$ cat config.mk
export PLATFORM = sky130hd
export DESIGN_NAME = mult_norm_pipe
export DESIGN_NICKNAME = d
export VERILOG_FILES = /design/src/rtl/fp_pkg.sv /design/src/rtl/lzc24.sv /design/src/rtl/mult_norm_pipe.sv
export SDC_FILE = /design/constraint.sdc
export NUM_CORES = 1
export LEC_CHECK = 0
export CORE_MARGIN = 3
export CORE_UTILIZATION = 46
export CTS_CLUSTER_SIZE = 24
export DETAILED_ROUTE_END_ITERATION = 10
export PLACE_DENSITY = 0.69
export SYNTH_ARGS = -nofsm -noshare
export SYNTH_HDL_FRONTEND = slang
export SYNTH_SLANG_ARGS = --single-unit
$ cat constraint.sdc
create_clock -name clk -period 2.9 [get_ports clk]
set_input_delay 0.725 -clock clk [delete_from_list [all_inputs] [get_ports clk]]
set_output_delay 0.725 -clock clk [all_outputs]
set_load 0.05 [all_outputs]
$ cat src/rtl/fp_pkg.sv
// fp_pkg: shared constants and types for the multiplier / N-root datapath.
//   MANT_W  - mantissa width (24, hidden bit at position 23)
//   EXP_W   - biased exponent width
//   SHAMT_W - normalisation shift-count width (0..24 fits in 5 bits)
//   fp_unpacked_t - {sign, exp, mant} carried between datapath stages
package fp_pkg;
    localparam int MANT_W  = 24;
    localparam int EXP_W   = 8;
    localparam int SHAMT_W = 5;

    typedef struct packed {
        logic              sign;
        logic [EXP_W-1:0]  exp;
        logic [MANT_W-1:0] mant;
    } fp_unpacked_t;
endpackage

$ cat src/rtl/lzc24.sv
// lzc24: combinational 24-bit leading-zero counter.
//   mant  in  24  value to scan
//   count out 5   number of leading zeros, 24 when mant == 0
//   zero  out 1   mant is all zeros
module lzc24
    import fp_pkg::*;
(
    input  logic [MANT_W-1:0]  mant,
    output logic [SHAMT_W-1:0] count,
    output logic               zero
);
    // Scan LSB to MSB so the highest set bit is the last one to write count.
    always_comb begin
        count = SHAMT_W'(MANT_W);
        for (int i = 0; i < MANT_W; i++) begin
            if (mant[i]) count = SHAMT_W'(MANT_W - 1 - i);
        end
    end

    assign zero = ~|mant;
endmodule

$ cat src/rtl/mult_norm_pipe.sv
// mult_norm_pipe: two-stage mantissa normalisation with valid/ready on both sides.
//   S1 counts leading zeros, picks the shift and adjusted exponent, sets flags.
//   S2 applies the left shift and holds the output beat.
// Ports:
//   clk, rst (async, active high)
//   in_valid/in_ready, in_sign, in_exp, in_mant     - upstream beat
//   out_valid/out_ready, out_sign, out_exp, out_mant,
//   out_zero, out_uflow                             - downstream beat
// Build option: MULT_NORM_DENORM_EN selects gradual underflow (defined) or
// flush-to-zero (undefined) when the exponent cannot absorb the full shift.
module mult_norm_pipe #(
    parameter int MANT_W = fp_pkg::MANT_W,
    parameter int EXP_W  = fp_pkg::EXP_W
) (
    input  logic              clk,
    input  logic              rst,
    input  logic              in_valid,
    output logic              in_ready,
    input  logic              in_sign,
    input  logic [EXP_W-1:0]  in_exp,
    input  logic [MANT_W-1:0] in_mant,
    output logic              out_valid,
    input  logic              out_ready,
    output logic              out_sign,
    output logic [EXP_W-1:0]  out_exp,
    output logic [MANT_W-1:0] out_mant,
    output logic              out_zero,
    output logic              out_uflow
);
    localparam int SHAMT_W = fp_pkg::SHAMT_W;

    fp_pkg::fp_unpacked_t s1_d, s1_q;
    logic [SHAMT_W-1:0]   shamt_d, s1_shamt, lz;
    logic                 zero_d, uflow_d, s1_zero, s1_uflow;
    logic                 all_zero;
    logic                 s1_valid, s2_valid, s2_load;

    lzc24 u_lzc (
        .mant  (in_mant),
        .count (lz),
        .zero  (all_zero)
    );

    // S2 can take a beat when empty or when its beat leaves this cycle;
    // S1 likewise when empty or draining into S2.
    assign s2_load  = !s2_valid || out_ready;
    assign in_ready = !s1_valid || s2_load;
    assign out_valid = s2_valid;

    // Case split keeps the exponent subtraction from ever wrapping.
    always_comb begin
        s1_d.sign = in_sign;
        s1_d.exp  = '0;
        s1_d.mant = in_mant;
        shamt_d   = '0;
        zero_d    = 1'b0;
        uflow_d   = 1'b0;
        if (all_zero) begin
            zero_d = 1'b1;
        end else if (in_exp == '0) begin
`ifndef MULT_NORM_DENORM_EN
            s1_d.mant = '0;
            zero_d    = 1'b1;
`endif
        end else if (in_exp > EXP_W'(lz)) begin
            shamt_d  = lz;
            s1_d.exp = in_exp - EXP_W'(lz);
        end else begin
            uflow_d = 1'b1;
`ifdef MULT_NORM_DENORM_EN
            // Shift only until the exponent reaches the denormal floor.
            shamt_d = SHAMT_W'(in_exp - EXP_W'(1));
`else
            s1_d.mant = '0;
            zero_d    = 1'b1;
`endif
        end
    end

    always_ff @(posedge clk or posedge rst) begin
        if (rst) begin
            s1_valid <= 1'b0;
            s1_q     <= '0;
            s1_shamt <= '0;
            s1_zero  <= 1'b0;
            s1_uflow <= 1'b0;
        end else if (in_ready) begin
            s1_valid <= in_valid;
            if (in_valid) begin
                s1_q     <= s1_d;
                s1_shamt <= shamt_d;
                s1_zero  <= zero_d;
                s1_uflow <= uflow_d;
            end
        end
    end

    // Output registers only change on a load, so they hold while stalled.
    always_ff @(posedge clk or posedge rst) begin
        if (rst) begin
            s2_valid  <= 1'b0;
            out_sign  <= 1'b0;
            out_exp   <= '0;
            out_mant  <= '0;
            out_zero  <= 1'b0;
            out_uflow <= 1'b0;
        end else if (s2_load) begin
            s2_valid <= s1_valid;
            if (s1_valid) begin
                out_sign  <= s1_q.sign;
                out_exp   <= s1_q.exp;
                out_mant  <= s1_q.mant << s1_shamt;
                out_zero  <= s1_zero;
                out_uflow <= s1_uflow;
            end
        end
    end
endmodule
==> flow_summary.ini, run 1 <==
[clock_network]
clock-sinks = 77
cts-htree-levels = 3
cts_buffer_depth = 2
cts_tree = yes
clk_latency_ns = 0.37
cts-root-buf = clkbuf_8
ctsHoldBuffers = 0
cts_buffers = 9
clkTransAtPathRegs_ns = 0.09

[placed_design]
place_congestion = 0.904
dpl.hpwl_mm = 9.49
dp.cells = 736
place_area_um2 = 5980
port_buffers = 73

[worst_setup_path]
r2r_start = s1_shamt[0]
crit_required_ns = 3.15
timing.rr.end = out_mant[11]
reg2reg_slack_ns = 0.58
ff2ff_path_depth = 6
cp.arrival_ns = 3.34
critPathKind = in2reg
path_max_fanout = 5
crit_path_start_kind = input port
cp-end-kind = flip-flop

[detailed_routing]
wirelength_mm = 13.3
drc_errors = 0
post_drt_wl_per_cell_um = 17.3
ant_nets = 0
dr.pass1.iters = 5
vias = 4395
drt_iter0_markers = 300
vias_per_cell = 5.72

[global_routing]
first_global_vias = 4460
grt_pass1_wl_mm = 21.8
grt-ovfl-total = 0
grt.total_usage_pct = 24.5
antenna_found_initial = 0
grt_start_max_net_pins = 34

[timing]
hold_slack_ns = 0.476
worst_slack_ns = -0.194
fin_setup_tns_ns = -3.78
report.final.slew_viol_count = 0
finalHoldViolations = 0
finClkSkew_ns = 0.0167
min_period_ns = 3.09
slew_headroom_pct = 57.3
max_freq_mhz = 323
final-setup-viol-count = 38
post-route-period-util_pct = 107
rsz0062_at_grt = yes
tightest_slew_ns = 0.640

[power_and_ir_drop]
static-leakage-power_nw = 2.86
power.density_nw_per_um2 = 603
ir_drop_uv = 310

[final_layout]
num_antenna_cells = 0
nets = 678
instances_no_fill = 768
drive_gt1_share_pct = 31.8
final_area_um2 = 6600
area_growth_pct = 44.4

[logic_synthesis]
ys_top_cells_by_area = dfrtp_1, nand2_1, mux4_2, mux2i_1, o21ai_0
mappedNetlistArea_um2 = 4570
synth-seq-area-share_pct = 42.2
ys_warn_count = 0
synthCells = 491
synthFlopType = dfrtp_1
async_flop_share_pct = 100
synth-edff-count = 0
syn_area_per_cell_um2 = 9.31
syn-num-nets = 535
ys_ff_latch = 77
synth_area_leader_cell = dfrtp_1
synth.distinct_cells = 61
synth_top_area_share_pct = 42.2

[min_path]
worstHoldStart = out_mant[8]
hold_path_end = out_mant[8]
holdPathStages = 2
hp-class = reg2reg

[outcome]
violations = negative setup slack
status = finished, violations left

[flow_run]
maxCapViolCount = 0

[floorplanning]
die_area_um2 = 11200
num_rows = 35
coreArea_um2 = 9460
ios = 74
die_x_um = 106
start_util_pct = 48.3
die_h_um = 106
## through the flow
| stage | total power, mW | utilization, % | worst slack [ns] |
|---|---|---|---|
| after floorplan | 2.48 | - | -0.195 |
| after global placement | 3.01 | 63.3 | -0.778 |
| after detailed placement | 3.04 | 63.3 | -0.925 |
| after CTS | 3.95 | 69.4 | -0.317 |
| after global routing | 4.18 | 69.8 | -0.304 |
| final | 3.98 | 69.8 | -0.194 |
## where the power goes
group	switching [mW]	internal [mW]
registers	0.162	1.27
logic	1.00	0.665
clock network	0.425	0.454
## registers in the layout (all words and copies together), names as in the netlist, 5 cells and up
name and count:
out_mant 24, s1_shamt 5, s1_q 33, out_exp 8
## critical path, cell delays in order
cell	delay, ns
dlygate4sd2_1	0.30
inv_1	0.12
a21oi_2	0.16
o21bai_2	0.09
a221oi_2	0.28
ha_2	0.23
inv_2	0.04
fa_2	0.36
a211oi_2	0.18
o21a_1	0.20
o31ai_4	0.10
buf_4	0.16
nor3b_4	0.16
a22o_1	0.22
## worst max path at each step
stage	from	end	slack (ns)	depth (start not counted)
2_1_floorplan	in_mant[1]	s1_q[8]	-0.19	13
3_3_place_gp	in_mant[4]	s1_shamt[4]	-0.78	12
6_report	in_mant[18]	s1_q[7]	-0.19	14
3_5_place_dp	in_mant[4]	s1_shamt[3]	-0.92	13
4_1_cts	in_mant[1]	s1_q[14]	-0.32	17
5_1_grt	in_mant[18]	s1_q[7]	-0.30	14
## area by class of cell
class | instances | area [um2]
Clock buffer | 11 | 151
Clock inverter | 5 | 65.1
Fill cell | 744 | 2860
Inverter | 14 | 52.6
Multi-Input combinational cell | 374 | 2830
Sequential cell | 77 | 1930
Tap cell | 129 | 161
Timing Repair Buffer | 158 | 1410
## cell families (layout without fill, tap and decap cells)
family	count (synthesis)	after routing	share of synthesized area, %
muxes	37	37	12.1
and+or+nand+nor	193	193	18.4
DFF	77	77	42.2
buffers and inverters	41	188	4.44
xor gates and xnor gates	6	6	1.15
AOI/OAI and AO/OA	130	131	19.7
adders and majority gates	7	7	2.08
## cell usage in the layout (no fill, tap or decap), types with 4 or more instances in the layout
cell and count:
a22o_1 11, clkdlybuf4s50_1 49, nor4_2 4, clkbuf_2 7
o31ai_4 6, mux2i_1 17, o211ai_1 6, a221oi_1 4
nor3_1 7, buf_12 5, buf_4 74, nand2_1 120
o21ai_2 20, buf_2 4, dlygate4sd2_1 10, clkbuf_8 11
inv_1 8, o21ai_0 14, xor2_1 4, mux4_2 14
a21oi_1 15, nand2b_1 7, nor2_1 25, inv_2 5
buf_6 6, mux2_2 6, dfrtp_1 77, nor2b_1 4
o21ai_1 8
## timing repair
item | CTS | global route
endpoints found under the setup margin | 39 | 39
gates cloned | 4 | 0
gates resized for setup | 89 | 39
setup buffers | 16 | 1
pin swaps | 34 | 19
## cells in the mapped netlist (3+ instances only)
master / n
a22o_1: 11
ha_1: 6
nor4_1: 7
clkbuf_1: 17
mux2_2: 6
o21a_1: 3
mux2i_1: 17
inv_1: 13
o31ai_1: 7
a221oi_1: 6
nor2b_1: 4
o211ai_1: 6
buf_4: 4
nand3_1: 3
nand2_1: 120
o21ai_1: 19
o21ai_0: 24
xor2_1: 4
a22oi_1: 3
nor3_1: 10
a21o_1: 3
nand2b_1: 9
dfrtp_1: 77
a31oi_1: 3
a21oi_1: 17
o22a_1: 3
a221o_1: 3
nor2_1: 26
mux4_2: 14
o22ai_1: 5
## layer usage
metal  share of wire [%]  vias up  track usage (%)  routed length [um]
li1                    -     2064                -                   -
met2                  51      148             42.5                6760
met1                  42     2162             30.4                5640
met5                   0        -                0                   0
met3                 5.0       21             4.47                 663
met4                 1.9        0             8.97                 255
No activity file was read; power rests on OpenSTA's default activity.
==> run 2: changes to the inputs <==
- CORE_MARGIN: 3 -> default
- clock period: 2.9 -> 3.6 ns (I/O delays scaled with it)
==> flow_summary.ini, run 2 (synthesis gave the netlist of run 1 again) <==
[outcome]
status = finished clean

[floorplanning]
die_x_um = 102
ios = 74
coreArea_um2 = 9680
start_util_pct = 47.2
die_h_um = 102
num_rows = 36
die_area_um2 = 10300

[detailed_routing]
dr.pass1.iters = 5
drt_iter0_markers = 153
ant_nets = 0
wirelength_mm = 12.0
vias_per_cell = 5.52
drc_errors = 0
vias = 4162
post_drt_wl_per_cell_um = 15.9

[worst_setup_path]
cp.arrival_ns = 3.78
crit_path_start_kind = input port
ff2ff_path_depth = 5
path_max_fanout = 12
critPathKind = in2reg
crit_required_ns = 3.84
timing.rr.end = out_mant[22]
reg2reg_slack_ns = 1.21
cp-end-kind = flip-flop
r2r_start = s1_shamt[1]

[clock_network]
clk_latency_ns = 0.38
clkTransAtPathRegs_ns = 0.08
cts_buffers = 9
cts_tree = yes
clock-sinks = 77
ctsHoldBuffers = 0
cts-root-buf = clkbuf_8
cts-htree-levels = 3
cts_buffer_depth = 2

[timing]
max_freq_mhz = 283
slew_headroom_pct = 33.1
fin_setup_tns_ns = 0
finClkSkew_ns = 0.00821
min_period_ns = 3.53
report.final.slew_viol_count = 0
tightest_slew_ns = 0.995
post-route-period-util_pct = 98.2
finalHoldViolations = 0
final-setup-viol-count = 0

[final_layout]
final_cell_mix = nand2_1, dfrtp_1, clkdlybuf4s50_1
final_common_cell = nand2_1
instances_no_fill = 754
largest_reg_flops = 33
top_register = s1_q
num_antenna_cells = 0
nets = 660
area_growth_pct = 38.4
top_regs = s1_q (33), out_mant (24), out_exp (8)
drive_gt1_share_pct = 21.7

[global_routing]
grt_pass1_wl_mm = 19.0
grt.total_usage_pct = 23.9
antenna_found_initial = 0
first_global_vias = 3978
grt-ovfl-total = 0
grt_start_max_net_pins = 51

[placed_design]
port_buffers = 73
dp.cells = 726
place_congestion = 0.915
dpl.hpwl_mm = 8.90

[min_path]
hold_path_end = out_mant[8]
holdPathStages = 2
worstHoldStart = out_mant[8]
hp-class = reg2reg

[power_and_ir_drop]
power.density_nw_per_um2 = 504
static-leakage-power_nw = 2.80
ir_drop_uv = 240

[flow_run]
maxCapViolCount = 0
[run 2: cell count changes in the layout (fill, tap and decap cells not counted), moves of 4 or more]
cell             before  now
o21ai_0              14   20
inv_2                 5    1
nor4_1                2    6
buf_6                 6    2
clkdlybuf4s50_1      49   63
o21ai_2              20    0
o21ai_1               8   23
clkbuf_2              7    0
dlymetal6s2s_1        0    9
dlygate4sd2_1        10    0
inv_1                 8   12
buf_2                 4    0
buf_4                74   62
[run 2: per-stage QoR]
step	cell area (um2)	hold WS [ns]	power, mW	setup WS (ns)	util [%]
floorplan	4570	0.439	1.98	0.0909	-
global placement	5760	0.451	2.39	-0.469	59.5
detailed placement	5760	0.458	2.42	-0.578	59.5
CTS	6100	0.472	3.18	-0.0135	63.0
global route	6320	0.492	3.35	-0.0626	65.3
finish	6320	0.471	3.19	0.0658	65.3
[run 2: metal layers]
metal / up-vias / global-route usage (%) / part of all wire (%)
li1: 2021 / - / -
met1: 2018 / 32.1 / 46
met2: 97 / 37.7 / 48
met3: 26 / 4.07 / 3.1
met4: 0 / 11.1 / 2.8
met5: - / 0 / 0
[run 2: where the power goes]
group / switching [mW] / internal [mW] / total, mW
clock network: 0.342 / 0.414 / 0.755
logic: 0.759 / 0.512 / 1.27
registers: 0.136 / 1.03 / 1.16
total: 1.24 / 1.95 / 3.19
[run 2: final cells by class]
cell class | instances | area [um2]
Clock buffer | 10 | 138
Clock inverter | 6 | 92.6
Fill cell | 783 | 3360
Inverter | 14 | 52.6
Multi-Input combinational cell | 374 | 2620
Sequential cell | 77 | 1930
Tap cell | 133 | 166
Timing Repair Buffer | 140 | 1320
[run 2: worst max-delay path by stage]
stage | startpoint | end | slack, ns | cells past startpoint
final | in_mant[6] | s1_q[18] | 0.07 | 13
after global routing | in_mant[10] | s1_q[5] | -0.06 | 13
after CTS | in_mant[4] | s1_q[4] | -0.01 | 14
after detailed placement | in_mant[4] | s1_q[4] | -0.58 | 14
after global placement | in_mant[4] | s1_q[18] | -0.47 | 14
after floorplan | in_mant[1] | s1_q[10] | 0.09 | 13
[run 2: critical path, stage by stage]
cell and delay (ns):
clkdlybuf4s50_1 0.46, buf_4 0.16, nor4_1 0.25, a21oi_1 0.12, a2111o_1 0.47, fa_2 0.39
a211oi_2 0.22, o21a_1 0.20, o31ai_4 0.12, nor2_4 0.16, buf_4 0.13, buf_12 0.12
o31ai_1 0.06
[run 2: timing repair]
action | in CTS | in global routing
resized for setup | 11 | 32
setup endpoints to repair | 39 | 39
cloned | 1 | 2
buffers inserted | 3 | 6
pin swaps | 6 | 11
